===== src/rtl/ibex_hpm_event_ctrl.sv =====
// Performance-counter event routing: mcountinhibit, mhpmevent selects and counter write strobes.
// Define IBEX_HPM_EVENT_WRITABLE_EN for writable mhpmevent selects (default: hardwired one-hot).
module ibex_hpm_event_ctrl #(
    parameter int unsigned MHPMCounterNum = 2,
    parameter int unsigned NumEvents      = 8
) (
    input  logic                           clk_i,
    input  logic                           rst_ni,
    input  logic                           csr_we_i,
    input  logic [11:0]                    csr_addr_i,
    input  logic [31:0]                    csr_wdata_i,
    input  logic [NumEvents-1:0]           events_i,
    output logic [31:0]                    csr_rdata_o,
    output logic                           csr_hit_o,
    output logic [MHPMCounterNum+3-1:0]    counter_inc_o,
    output logic [MHPMCounterNum+3-1:0]    counter_we_o,
    output logic [MHPMCounterNum+3-1:0]    counterh_we_o,
    output logic [31:0]                    counter_val_o
);

    localparam int unsigned NC     = MHPMCounterNum + 3;
    localparam int unsigned NumHpm = (MHPMCounterNum > 0) ? MHPMCounterNum : 1;
    // The time slot has no counter, so its inhibit bit always reads 0.
    localparam logic [NC-1:0] InhibitMask = {{(NC - 2){1'b1}}, 2'b01};

    logic [NumEvents-1:0] event_q;
    logic [NC-1:0]        inhibit_q, inhibit_d;
    logic [NumEvents-1:0] mhpmevent [NumHpm];

    always_comb begin
        inhibit_d = inhibit_q;
        if (csr_we_i && (csr_addr_i == 12'h320)) begin
            inhibit_d = csr_wdata_i[NC-1:0] & InhibitMask;
        end
    end

    always_ff @(posedge clk_i or negedge rst_ni) begin
        if (!rst_ni) begin
            event_q   <= '0;
            inhibit_q <= '0;
        end else begin
            event_q   <= events_i;
            inhibit_q <= inhibit_d;
        end
    end

`ifdef IBEX_HPM_EVENT_WRITABLE_EN
    logic [NumEvents-1:0] mhpmevent_q [NumHpm];
    logic [NumEvents-1:0] mhpmevent_d [NumHpm];

    always_comb begin
        for (int k = 0; k < NumHpm; k++) begin
            mhpmevent_d[k] = mhpmevent_q[k];
            if (csr_we_i && (k < MHPMCounterNum) && (csr_addr_i == 12'h323 + 12'(k))) begin
                mhpmevent_d[k] = csr_wdata_i[NumEvents-1:0];
            end
            mhpmevent[k] = mhpmevent_q[k];
        end
    end

    always_ff @(posedge clk_i or negedge rst_ni) begin
        if (!rst_ni) begin
            for (int k = 0; k < NumHpm; k++) begin
                mhpmevent_q[k] <= '0;
            end
        end else begin
            for (int k = 0; k < NumHpm; k++) begin
                mhpmevent_q[k] <= mhpmevent_d[k];
            end
        end
    end
`else
    // Counter 3+k is wired to HPM event k, which sits at events_i bit 2+k.
    always_comb begin
        for (int k = 0; k < NumHpm; k++) begin
            mhpmevent[k] = '0;
        end
        for (int k = 0; k < MHPMCounterNum; k++) begin
            mhpmevent[k][2+k] = 1'b1;
        end
    end
`endif

    // Increments come only from flops so no input reaches counter_inc_o combinationally.
    always_comb begin
        counter_inc_o    = '0;
        counter_inc_o[0] = event_q[0] & ~inhibit_q[0];
        counter_inc_o[2] = event_q[1] & ~inhibit_q[2];
        for (int k = 0; k < MHPMCounterNum; k++) begin
            counter_inc_o[3+k] = (|(event_q & mhpmevent[k])) & ~inhibit_q[3+k];
        end
    end

    always_comb begin
        csr_rdata_o   = '0;
        csr_hit_o     = 1'b0;
        counter_we_o  = '0;
        counterh_we_o = '0;
        if (csr_addr_i == 12'h320) begin
            csr_hit_o             = 1'b1;
            csr_rdata_o[NC-1:0]   = inhibit_q;
        end
        for (int k = 0; k < MHPMCounterNum; k++) begin
            if (csr_addr_i == 12'h323 + 12'(k)) begin
                csr_hit_o                  = 1'b1;
                csr_rdata_o[NumEvents-1:0] = mhpmevent[k];
            end
        end
        for (int i = 0; i < NC; i++) begin
            if (i != 1) begin
                if (csr_addr_i == 12'hB00 + 12'(i)) begin
                    csr_hit_o       = 1'b1;
                    counter_we_o[i] = csr_we_i;
                end
                if (csr_addr_i == 12'hB80 + 12'(i)) begin
                    csr_hit_o        = 1'b1;
                    counterh_we_o[i] = csr_we_i;
                end
            end
        end
    end

    assign counter_val_o = csr_wdata_i;

endmodule


===== config.mk =====
export PLATFORM = sky130hd
export DESIGN_NAME = ibex_hpm_event_ctrl
export DESIGN_NICKNAME = d
export VERILOG_FILES = /design/src/rtl/ibex_hpm_event_ctrl.sv
export SDC_FILE = /design/constraint.sdc
export NUM_CORES = 1
export LEC_CHECK = 0
export CAP_MARGIN = 20
export CORE_MARGIN = 2
export CORE_UTILIZATION = 28
export DETAILED_ROUTE_END_ITERATION = 7
export MAX_ROUTING_LAYER = met4
export PLACE_DENSITY_LB_ADDON = 0.05
export SLEW_MARGIN = 20
export SYNTH_ARGS = -nofsm -noshare
export SYNTH_HDL_FRONTEND = slang
export SYNTH_SLANG_ARGS = --single-unit

===== constraint.sdc =====
create_clock -name clk_i -period 2.1 [get_ports clk_i]
set_clock_uncertainty 0.05 [all_clocks]
set_input_delay 0.42 -clock clk_i [delete_from_list [all_inputs] [get_ports clk_i]]
set_output_delay 0.42 -clock clk_i [all_outputs]
set_load 0.01 [all_outputs]

==> flow_metrics.py <==
metrics = {
    "detailed_routing": {
        "avgViaCountPerCell": 4.04,
        "drtIter0Drc": 15,
        "met1_length_um": 812,
        "top_layer": "met4",
        "met2_length_um": 1180,
        "wl_per_cell_um": 11.1,
        "ant_nets": 0,
        "vias": 812,
        "routed_wl_um": 2230,
        "firstDrtPassIters": 4,
        "wl_met3_um": 195,
        "route.detailed.drc": 0,
    },
    "clock_tree": {
        "htreeDepth": 1,
        "cts_root_buf": "clkbuf_8",
        "clk_pin_slew_ns": 0.04,
        "clk_latency_ns": 0.22,
        "clockBufferDepth": 2,
        "cts.sinks": 8,
        "cts_tree": "yes",
        "hold_buffers": 0,
        "cts_buffers": 3,
    },
    "worst_setup_path": {
        "crit_required_ns": 1.63,
        "critical_path_arrival_ns": 1.55,
        "cp_cell_sequence": "dlygate4sd2_1 > buf_4 > nor4_4 > and3_2 > buf_2",
        "end_kind": "output pin",
        "slowest_delay_ns": 0.31,
        "cp_top_family": "buffers and inverters",
        "cp_max_fo": 6,
        "cpMaxStageDelayCell": "dlygate4sd2_1",
        "path_class": "primary input to output pin",
        "cp.buffers_inverters": 3,
        "critPathLaunchType": "primary input",
    },
    "power": {
        "power.density_mw_per_mm2": 364,
        "p_leak_nw": 0.653,
        "vdd_ir_drop_max_v": 0.000264,
        "finalPower_uw": 489,
    },
    "yosys": {
        "synth_area_sq_mm": 0.00105,
        "avgSynthCellArea_sq_um": 8.74,
        "ys_ff_latch": 8,
        "synth_cell_types": 28,
        "seq_area_frac_synth_pct": 19.1,
        "synthCells": 120,
        "ys_warn_count": 0,
    },
    "layout": {
        "nNetsFinal": 210,
        "syn_to_final_growth_pct": 28.3,
        "antennaDiodeCount": 0,
        "fin_area_sq_mm": 0.00135,
        "drive_gt1_share_pct": 39.2,
        "nFillCells": 395,
        "layout_commonest_cell": "conb_1",
        "final_cell_mix": "conb_1, buf_4, clkdlybuf4s50_1",
        "fin_cells": 201,
    },
    "timing": {
        "finalWorstSetupSlack_ns": 0.0802,
        "tns_ns": 0,
        "fin_crit_sh_pct": 96.2,
        "setup_violations": 0,
        "finalHoldViolCount": 0,
        "period_needed_ns": 2.02,
        "rsz0062_at_grt": "no",
        "max_freq_ghz": 0.495,
        "drv_slew": 0,
    },
    "placed_design": {
        "portBuffers": 43,
        "hpwl_um": 1850,
        "dp.cells": 193,
        "place_ws_ns": -0.757,
        "gp_congestion": 0.707,
        "place_area_sq_mm": 0.00129,
    },
    "run_status": {
        "status": "completed",
    },
    "grt": {
        "grt_use_total_pct": 10.3,
        "grt_pass1_vias": 783,
        "grt_pass1_wl_um": 3380,
        "antenna_found_initial": 0,
        "grt_start_max_net_pins": 9,
        "overflow": 0,
    },
    "floorplanning": {
        "dieWidth_um": 65.2,
        "core_area_sq_mm": 0.00363,
        "ios": 135,
        "dieArea_sq_mm": 0.00425,
        "rows": 22,
        "initial_core_util_pct": 28.9,
        "die_h_um": 65.2,
    },
    "run": {
        "max-cap-violations": 0,
    },
    "worst_hold_path": {
        "worstHoldPathType": "primary input to async pin",
    },
}
==> flip-flops by register name, indices dropped and copies added, names as in the netlist <==
register,count
event_q,4
inhibit_q,4
==> cell type report <==
class	instances	area, sq um	area share (%)
multi-input combinational	77	533	39.6
timing repair buffer	65	510	38.0
sequential	8	200	14.9
tap	48	60.1	4.47
clock buffer	3	41.3	3.07
==> cells in the mapped netlist <==
cell	instances	area share [%]
a2111oi_0	1	0.84
nor2_1	10	3.6
nor3_1	1	0.48
nor4_1	2	1.2
and4bb_2	1	1.2
nand3b_1	2	1.4
o211ai_1	1	0.72
nor4_4	1	2.0
nor2b_1	4	2.4
a211oi_1	1	0.72
and3b_1	1	0.84
mux2_4	4	5.7
nor4b_2	1	1.4
conb_1	1	0.36
buf_6	1	1.1
mux2i_1	1	0.95
and3b_2	1	0.95
buf_4	63	45
o21ai_0	1	0.48
and4_4	1	1.1
nand4_1	1	0.60
nor4b_4	1	2.3
and3_2	2	1.4
dfrtp_1	8	19
and2_1	1	0.60
buf_2	1	0.48
nand4b_1	1	0.84
nand2_1	6	2.1
==> worst paths after layout <==
check / cells past startpoint / to / slack, ns / start
min reg2reg: 1 / inhibit_q[0] / 0.48 / inhibit_q[0]
max in group asynchronous: 1 / inhibit_q[3] / 1.32 / rst_ni
max reg2reg: 1 / inhibit_q[3] / 1.27 / inhibit_q[3]
max: 5 / csr_rdata_o[4] / 0.08 / csr_addr_i[2]
min: 1 / event_q[3] / 0.42 / rst_ni
min in group clk_i: 1 / inhibit_q[0] / 0.48 / inhibit_q[0]
==> layer usage <==
layer | track usage (%) | vias to the layer above
li1 | - | 371
met1 | 10.8 | 379
met2 | 17.6 | 52
met3 | 2.74 | 10
met4 | 5.73 | 0
met5 | - | -
==> cell families (layout without fill, tap and decap cells) <==
kind of cell	Yosys count	count (layout)	synth area share, %
buf+inv	65	68	46.7
mux	5	5	6.68
simple gates	37	37	24.5
other cells	1	31	0.358
flops	8	8	19.1
compound gates	4	4	2.74
==> report_power, final <==
part           total (mW)  internal, mW  switching (mW)  leakage [nW]
combinational       0.149        0.0722          0.0764         0.529
clock               0.181         0.124          0.0567        0.0216
sequential          0.160         0.159        0.000841         0.102
total               0.489         0.355           0.134         0.653
==> metrics by stage <==
| stage | hold slack (ns) | util, % |
|---|---|---|
| finish | 0.424 | 37.0 |
| detailed placement | 0.475 | 35.5 |
| CTS | 0.441 | 37.2 |
| global placement | 0.469 | 35.5 |
| floorplan | 0.0744 | - |
| global route | 0.450 | 37.0 |
==> what timing repair did <==
item | 4_1_cts | 5_1_grt
endpoints found under the setup margin | 13 | 9
pin swaps | 7 | 6
resized for setup | 82 | 7
setup buffers | 4 | 1
(Power assumes the default switching activity.)
